==> config.mk <==
export PLATFORM = sky130hd
export DESIGN_NAME = piccolo128_dec_iter
export DESIGN_NICKNAME = d
export VERILOG_FILES = /design/src/rtl/piccolo128_dec_iter.sv
export SDC_FILE = /design/constraint.sdc
export NUM_CORES = 1
export LEC_CHECK = 0
export CAP_MARGIN = 25
export CORE_ASPECT_RATIO = 0.7
export CORE_UTILIZATION = 50
export CTS_CLUSTER_SIZE = 24
export DETAILED_ROUTE_END_ITERATION = 12
export HOLD_SLACK_MARGIN = 0.1
export PLACE_DENSITY = 0.84
export SYNTH_ARGS = -nofsm -noshare
export SYNTH_HDL_FRONTEND = slang
export SYNTH_SLANG_ARGS = --single-unit
==> constraint.sdc <==
create_clock -name clk -period 8.8 [get_ports clk]
set_clock_uncertainty 0.05 [all_clocks]
set_input_delay 0.88 -clock clk [delete_from_list [all_inputs] [get_ports clk]]
set_output_delay 0.88 -clock clk [all_outputs]
set_load 0.05 [all_outputs]
==> src/rtl/piccolo128_dec_iter.sv <==
// Iterative Piccolo-128 decryption core: one round per clock, 31 rounds.
// Round keys are produced in reverse order from an unwound key state, so
// no round-key store is kept.
//
// Ports:
//   clk            system clock, rising edge
//   reset          asynchronous, active-high; clears all state
//   start          request, sampled only while idle
//   key_in         128-bit key K = k0..k7, k0 = key_in[0:15]
//   ciphertext_in  64-bit block to decrypt, bit 0 = MSB
//   plaintext_out  64-bit result, held until the next done
//   busy           high while rounds are running
//   done           one-cycle pulse when plaintext_out updates
module piccolo128_dec_iter (
    input  logic         clk,
    input  logic         reset,
    input  logic         start,
    input  logic [0:127] key_in,
    input  logic [0:63]  ciphertext_in,
    output logic [0:63]  plaintext_out,
    output logic         busy,
    output logic         done
);

    localparam int unsigned BLK_W    = 64;
    localparam int unsigned KEY_W    = 128;
    localparam int unsigned WORD_W   = 16;
    localparam int unsigned NWORDS   = 8;
    localparam int unsigned CNT_W    = 5;
    localparam int unsigned LAST_RND = 30;
    localparam logic [31:0] CON_MASK = 32'h6547A98B;

    typedef logic [NWORDS-1:0][WORD_W-1:0] kstate_t;
    typedef enum logic {S_IDLE, S_RUN} state_t;

    // 4-bit S-box
    function automatic logic [3:0] sbox(input logic [3:0] x);
        logic [3:0] y;
        case (x)
            4'h0: y = 4'he;
            4'h1: y = 4'h4;
            4'h2: y = 4'hb;
            4'h3: y = 4'h2;
            4'h4: y = 4'h3;
            4'h5: y = 4'h8;
            4'h6: y = 4'h0;
            4'h7: y = 4'h9;
            4'h8: y = 4'h1;
            4'h9: y = 4'ha;
            4'ha: y = 4'h7;
            4'hb: y = 4'hf;
            4'hc: y = 4'h6;
            4'hd: y = 4'hc;
            4'he: y = 4'h5;
            default: y = 4'hd;
        endcase
        return y;
    endfunction

    // Multiply by x in GF(2^4) mod x^4+x+1
    function automatic logic [3:0] xt(input logic [3:0] x);
        return {x[2:0], 1'b0} ^ (x[3] ? 4'h3 : 4'h0);
    endfunction

    // F: S-box layer, diffusion matrix, S-box layer
    function automatic logic [WORD_W-1:0] f_fn(input logic [WORD_W-1:0] x);
        logic [3:0] s0, s1, s2, s3;
        logic [3:0] m0, m1, m2, m3;
        s0 = sbox(x[15:12]);
        s1 = sbox(x[11:8]);
        s2 = sbox(x[7:4]);
        s3 = sbox(x[3:0]);
        m0 = xt(s0) ^ xt(s1) ^ s1 ^ s2 ^ s3;
        m1 = s0 ^ xt(s1) ^ xt(s2) ^ s2 ^ s3;
        m2 = s0 ^ s1 ^ xt(s2) ^ xt(s3) ^ s3;
        m3 = xt(s0) ^ s0 ^ s1 ^ s2 ^ xt(s3);
        return {sbox(m0), sbox(m1), sbox(m2), sbox(m3)};
    endfunction

    // Byte permutation (x0..x7) -> (x2,x7,x4,x1,x6,x3,x0,x5), x0 = MSB
    function automatic logic [BLK_W-1:0] rp_fn(input logic [BLK_W-1:0] x);
        return {x[47:40], x[7:0], x[31:24], x[55:48],
                x[15:8], x[39:32], x[63:56], x[23:16]};
    endfunction

    // Forward key-state permutation P
    function automatic kstate_t kp_fwd(input kstate_t k);
        kstate_t n;
        n[0] = k[2];
        n[1] = k[1];
        n[2] = k[6];
        n[3] = k[7];
        n[4] = k[0];
        n[5] = k[3];
        n[6] = k[4];
        n[7] = k[5];
        return n;
    endfunction

    // Inverse key-state permutation P^-1
    function automatic kstate_t kp_inv(input kstate_t k);
        kstate_t n;
        n[0] = k[4];
        n[1] = k[1];
        n[2] = k[0];
        n[3] = k[5];
        n[4] = k[6];
        n[5] = k[7];
        n[6] = k[2];
        n[7] = k[3];
        return n;
    endfunction

    // Key state as it stands for the final encryption round: P^7(K)
    function automatic kstate_t kp_seven(input kstate_t k);
        kstate_t n;
        n = k;
        for (int i = 0; i < 7; i++) begin
            n = kp_fwd(n);
        end
        return n;
    endfunction

    state_t              state;
    logic [CNT_W-1:0]    rnd;
    logic [BLK_W-1:0]    data_q;
    kstate_t             kst_q;
    logic [WORD_W-1:0]   wk0_q;
    logic [WORD_W-1:0]   wk1_q;

    logic [KEY_W-1:0]    key_flat;
    logic [BLK_W-1:0]    ct_flat;
    kstate_t             key_words;
    logic [WORD_W-1:0]   wk2, wk3;

    logic [CNT_W-1:0]    c_val;
    logic [31:0]         con_pair;
    logic [2:0]          idx_a, idx_b;
    logic [WORD_W-1:0]   key_a, key_b, rk_a, rk_b;
    logic [WORD_W-1:0]   x0, x1, x2, x3, nx1, nx3;
    logic [BLK_W-1:0]    rnd_out;

    assign key_flat = key_in;
    assign ct_flat  = ciphertext_in;

    // Split the key into k0..k7 (k0 is the most significant word)
    always_comb begin
        key_words = '0;
        for (int m = 0; m < NWORDS; m++) begin
            key_words[m] = key_flat[KEY_W-1-WORD_W*m -: WORD_W];
        end
    end

    // Input whitening words used at capture
    assign wk2 = {key_words[4][15:8], key_words[7][7:0]};
    assign wk3 = {key_words[7][15:8], key_words[4][7:0]};

    // One decryption round on the current data register
    always_comb begin
        // Round j uses constant pair 30-j, whose 5-bit counter value 31-j is ~j
        c_val    = ~rnd;
        con_pair = {c_val, 5'b0, c_val, 2'b00, c_val, 5'b0, c_val} ^ CON_MASK;
        // (62-2j) mod 8 = 2*(3-j mod 4)
        idx_a    = {~rnd[1:0], 1'b0};
        idx_b    = {~rnd[1:0], 1'b1};
        key_a    = kst_q[idx_a] ^ con_pair[31:16];
        key_b    = kst_q[idx_b] ^ con_pair[15:0];
        // Every RP swaps the halves' orientation, so odd rounds swap keys
        rk_a     = rnd[0] ? key_b : key_a;
        rk_b     = rnd[0] ? key_a : key_b;
        x0       = data_q[63:48];
        x1       = data_q[47:32];
        x2       = data_q[31:16];
        x3       = data_q[15:0];
        nx1      = x1 ^ f_fn(x0) ^ rk_a;
        nx3      = x3 ^ f_fn(x2) ^ rk_b;
        rnd_out  = {x0, nx1, x2, nx3};
    end

    // Control FSM and datapath registers
    always_ff @(posedge clk or posedge reset) begin
        if (reset) begin
            state         <= S_IDLE;
            busy          <= 1'b0;
            done          <= 1'b0;
            plaintext_out <= '0;
            rnd           <= '0;
            data_q        <= '0;
            kst_q         <= '0;
            wk0_q         <= '0;
            wk1_q         <= '0;
        end else begin
            done <= 1'b0;
            case (state)
                S_IDLE: begin
                    if (start) begin
                        data_q <= {ct_flat[63:48] ^ wk2, ct_flat[47:32],
                                   ct_flat[31:16] ^ wk3, ct_flat[15:0]};
                        kst_q  <= kp_seven(key_words);
                        wk0_q  <= {key_words[0][15:8], key_words[1][7:0]};
                        wk1_q  <= {key_words[1][15:8], key_words[0][7:0]};
                        rnd    <= '0;
                        busy   <= 1'b1;
                        state  <= S_RUN;
                    end
                end
                S_RUN: begin
                    if (rnd == CNT_W'(LAST_RND)) begin
                        plaintext_out <= {x0 ^ wk0_q, nx1, x2 ^ wk1_q, nx3};
                        done          <= 1'b1;
                        busy          <= 1'b0;
                        state         <= S_IDLE;
                    end else begin
                        data_q <= rp_fn(rnd_out);
                        rnd    <= rnd + CNT_W'(1);
                        // Step the key state back one schedule block every 4 rounds
                        if (rnd[1:0] == 2'b11) begin
                            kst_q <= kp_inv(kst_q);
                        end
                    end
                end
                default: state <= S_IDLE;
            endcase
        end
    end

endmodule
**Word level (Yosys, flattened, before mapping)**

Memories as Yosys holds them, arrays and structs flattened.
Cells that the tools add are included.

- Bitwise operators: 54
- $add $sub $neg: 1
- Mux-type cells: 32
- Order comparisons: 2
- Reductions and logical operators: 6
- Equal/unequal tests: 6

Operators by type and width:

| kind | count |
|---|---|
| 128-bit 2-to-1 mux | 3 |
| 128-bit one-hot mux with 2 select lines | 1 |
| 16-bit XOR | 10 |
| 64-bit 2-to-1 mux | 2 |
| 64-bit one-hot mux with 2 select lines | 1 |
| 4-bit XOR | 32 |
| 16-bit binary-select mux with 2-bit select | 2 |
| 16-bit 2-to-1 mux | 4 |
| 4-bit by 2-bit XOR with 4-bit output | 8 |
| 2-bit 2-to-1 mux | 8 |
| 16-bit inverter | 1 |
| 5-bit 2-to-1 mux | 2 |
| 5-bit one-hot mux with 2 select lines | 1 |
| 2-bit AND reduction | 5 |
| 3-bit by 4-bit < comparator with 1-bit output (second input constant) | 2 |
| 1-bit 2-to-1 mux | 6 |
| 5-bit by 1-bit adder with 5-bit output (second input constant) | 1 |
| 5-bit == test (second input constant) | 1 |
| 5-bit inverter | 1 |
| 2-bit by 1-bit != test with 1-bit output (second input constant) | 2 |
| 2-bit != test (second input constant) | 2 |
| 1-bit one-hot mux with 2 select lines | 2 |
| 3-bit AND reduction | 1 |
| 2-bit == test (second input constant) | 1 |
| 2 further kinds | 2 |

- Logic and storage cells: 133
- ROM bits: 1024
- Output and inout bits: 66
- Register bits: 296
- Memories: 16
- Bits of input ports: 195

Memories:

| name | depth | bits a word | rd ports | clocked after memory_dff | write ports | line | source |
|---|---|---|---|---|---|---|---|
| (name not given) | 16 | 4 | 1 | 0 | 0 | 39 | `case (x)` |
| (name not given) | 16 | 4 | 1 | 0 | 0 | 39 |  |
| (name not given) | 16 | 4 | 1 | 0 | 0 | 39 |  |
| (name not given) | 16 | 4 | 1 | 0 | 0 | 39 |  |
| (name not given) | 16 | 4 | 1 | 0 | 0 | 39 |  |
| (name not given) | 16 | 4 | 1 | 0 | 0 | 39 |  |
| +10 memories | n/a | n/a | n/a | n/a | n/a | n/a |  |

**Logic depth before layout (Yosys ltp)**

An unclocked memory read counts as a cell.

- Depth in word-level cells: 12
- Depth in mapped cells: 14
- Depth with buffers taken out: 13

**Least setup slack after synthesis**

OpenSTA, ideal clock, no wires.

- Path kind: register -> register
- Start: register data_q[60]
- End: register data_q[60]
- Cell stages (with the launch flop): 15
- Buffers on the path: 1
- Arrival: 3.250 ns
- Required time: 8.624 ns
- Setup time: 0.126 ns
- Clock period less this slack: 3.426 ns
- Setup slack: 5.374 ns
- Path through: dfrtp_1 > buf_2 > inv_1 > ha_1 > inv_1 > mux4_2 > xnor2_2 > xnor3_1 > xnor2_2 > inv_1 > ha_1 > mux2_2 > mux2i_1 > xnor2_1 > a221o_1

- Word-level cells in the longest chain between the ends: 12

Ends and longest elaborated chain:

| item | line | source |
|---|---|---|
| from (decl) | 126 | `logic [BLK_W-1:0] data_q;` |
| from (signal assigned) | 197 | `data_q <= {ct_flat[63:48] ^ wk2, ct_flat[47:32],` |
| from (signal assigned) | 214 | `data_q <= rp_fn(rnd_out);` |
| memory read 16 x 4 bit * | n/a |  |
| 2-bit 2-to-1 mux | 62 | `return {x[2:0], 1'b0} ^ (x[3] ? 4'h3 : 4'h0);` |
| 4-bit by 2-bit XOR with 4-bit output * | 62 |  |
| 4-bit XOR * (4 in series) | 73 | `m0 = xt(s0) ^ xt(s1) ^ s1 ^ s2 ^ s3;` |
| memory read 16 x 4 bit * | n/a |  |
| 16-bit XOR * (2 in series) | 175 | `nx1 = x1 ^ f_fn(x0) ^ rk_a;` |
| 64-bit 2-to-1 mux * | 208 | `if (rnd == CNT_W'(LAST_RND)) begin` |
| 64-bit one-hot mux with 2 select lines * | 194 | `case (state)` |

Every way passes the cells marked *; elsewhere a longest branch is shown, timed or not. The select of a mux whose other input is x is not followed.
A chain may end at the register's enable or synchronous reset.

**Worst setup path after layout**

- Start: register state
- End: register data_q[21]

- Word-level cells in the longest chain between the ends: 3
- Elaborated cells on any way between the ends: 5

Ends and longest elaborated chain:

| item | line | source |
|---|---|---|
| from (decl) | 124 | `state_t state;` |
| from (signal assigned) | 183 | `state <= S_IDLE;` |
| from (signal assigned) | 204 | `state <= S_RUN;` |
| from (signal assigned) | 212 | `state <= S_IDLE;` |
| 1-bit inverter (no source line) | n/a |  |
| 2-bit != test (no source line) | n/a |  |
| 2-bit AND reduction (no source line) | n/a |  |

Parallel ways exist; a longest one is shown, timed or not.

==> impl_metrics.ini <==
[yosys]
synth-edff-count = 0
ys_ff_latch = 296
ys_top_cells_by_area = dfrtp_1, mux2i_1, xnor2_1
synth_area_um2 = 17800
synth_flop_cell = dfrtp_1
synth.top_cell.area_share_pct = 41.7
ys_types = 65
yosysMostFrequentCell = nand2_1
synthCells = 1816
async_reset_ff_share_pct = 100
ys_seq_area_share_pct = 41.7
syn-mean-instance-area_um2 = 9.78
syn_nets = 2049
synth_common_cells = nand2_1, dfrtp_1, o21ai_0
yosys_warnings = 0
synth_top_cell_by_area = dfrtp_1

[global_route]
grtUsageTotal_pct = 31.3
grt_pass1_wl_mm = 84.6
grt_antenna_before_repair = 5
grt.overflow.total = 0
grt_pass1_vias = 13962
grt_start_max_net_pins = 143

[clock_tree]
cts_setup_buffers = 0
hold_buffers = 0
cts_resized = 0
cts_buffer_depth = 3
cts_made_buffers = 29
cts.clk_slew.worst_paths_ns = 0.07
root_buffer = clkbuf_16
cts_sinks = 296
cts_tree = built
insertion_delay_ns = 0.60
htreeDepth = 1

[sta]
period_share_pct = 51.6
slew_headroom_pct = 29.9
slew_viol_final = 0
min_period_ns = 4.55
rsz0062_at_grt = no
timing.fmax_mhz = 220
fin_setup_tns_ns = 0
finalHoldViolCount = 0
setup_viol = 0
tightest_slew_ns = 1.05

[layout]
nNetsFinal = 2234
syn_to_final_growth_pct = 21.5
fin_cells = 2493
multi_input_area_um2 = 9720
drive_gt1_share_pct = 6.34
ff_latch_area_um2 = 7410
fillers = 2817
utilization_pct = 62.0

[placement]
port_buffers = 260
dpl.hpwl_mm = 43.2
placedCellCount = 2439
globalplace.congestion = 0.947

[setup_path]
worst_path_dominant_cell_family = buffers and inverters
path_max_fanout = 64
crit_chain = buf_4 > buf_4 > nand2b_2 > buf_4 > nor2_1 > a221o_2
rr_worst_depth = 6
critPathSlowestCell = dfrtp_4
crit_top_cell = buf_4
crit_cells = 6
max_stage_delay_ns = 1.01
crit_arrival_ns = 4.94
end_kind = flop
critPathLaunchType = flop
worstSetupPathType = reg2reg
critPathBufInv = 3
cp.required_ns = 9.19

[floorplanning]
die-area_um2 = 36300
start_util_pct = 51.0
num_rows = 57
die_x_um = 227
io_pins = 261
core_area_um2 = 34800
die_h_um = 160

[detailed_routing]
firstDrtPassIters = 6
avgViaCountPerCell = 5.83
drt-total-wl_mm = 57.3
drtIter0Drc = 1558
ant_nets = 0
drc = 0
routedWlPerCell_um = 23.0
num_vias = 14532

[min_path]
min_path_cells = 2
hold_path_class = reg2reg

[flow_run]
maxCapViolCount = 0

[run_status]
status = completed
[final timing paths]
check / start / endpoint / slack, ns
max in group asynchronous: reset / plaintext_out[23]$_DFFE_PP0P_ / 6.18
worst min-delay path: plaintext_out[34]$_DFFE_PP0P_ / plaintext_out[34]$_DFFE_PP0P_ / 0.43
min in group asynchronous: reset / kst_q[7]$_DFFE_PP0P_ / 0.74
worst max register to register: state$_DFF_PP0_ / data_q[21]$_DFFE_PP0P_ / 4.25
worst min register to register: plaintext_out[34]$_DFFE_PP0P_ / plaintext_out[34]$_DFFE_PP0P_ / 0.43
worst max-delay path: state$_DFF_PP0_ / data_q[21]$_DFFE_PP0P_ / 4.25
[cell usage in the layout (no fill, tap or decap), drive strengths merged, types with 19 or more instances in the layout]
master         netlist  routed
mux4                19      19
dfrtp              296     296
xor2                56      56
mux2i              193     193
nor2                73      73
a21oi               34      34
inv                 44      45
a211oi              20      20
clkdlybuf4s50        0     260
clkbuf              77      44
ha                  38      38
xnor2              194     194
nand2              365     365
o21ai              232     232
[tightest hold or removal path: cells and delay by family, from the launching register on]
kind / cells / cell delay (ns)
DFF: 1 / 0.34
AOI/OAI and AO/OA: 1 / 0.06
and+or+nand+nor: 1 / 0.04
[area by class of cell]
class,count,area share [%]
multi-input cells,1352,45.0
diodes,1,0.0116
clock inverters,6,0.365
clock buffers,44,3.76
well taps,472,2.74
repair buffers,278,13.0
flip-flops and latches,296,34.3
inverters,44,0.782
[stage by stage]
step / area [um2] / setup slack, ns / hold WS (ns)
2_1_floorplan: 17800 / 3.94 / 0.391
3_3_place_gp: 20600 / 4.56 / 0.411
3_5_place_dp: 20600 / 4.45 / 0.414
4_1_cts: 21500 / 4.38 / 0.430
5_1_grt: 21600 / 4.15 / 0.460
6_report: 21600 / 4.25 / 0.430
[sequential cells by signal, indices dropped and copies added (netlist names)]
name / cells
busy: 1
data_q: 64
wk1_q: 16
done: 1
wk0_q: 16
state: 1
rnd: 5
plaintext_out: 64
kst_q: 128
[routing by layer]
metal,global-route usage (%),routed length (um)
met4,12.6,2680
met2,46.3,25000
met5,0,0
met3,6.20,5740
met1,45.1,23900
[cell families (layout without fill, tap and decap cells)]
family                     count (synthesis)  in the layout  synth area share (%)
AOI/OAI and AO/OA                        339            339                  11.1
and+or+nand+nor                          472            472                  10.4
buffers and inverters                    168            372                  3.77
muxes                                    227            227                  14.2
other                                      0              1                     0
DFF                                      296            296                  41.7
adders and majority gates                 41             41                  2.85
xor gates and xnor gates                 273            273                  15.9
Power is left out: the tool's default activity adds up to more than one toggle a clock period on the data nets, which glitch-free logic cannot reach.
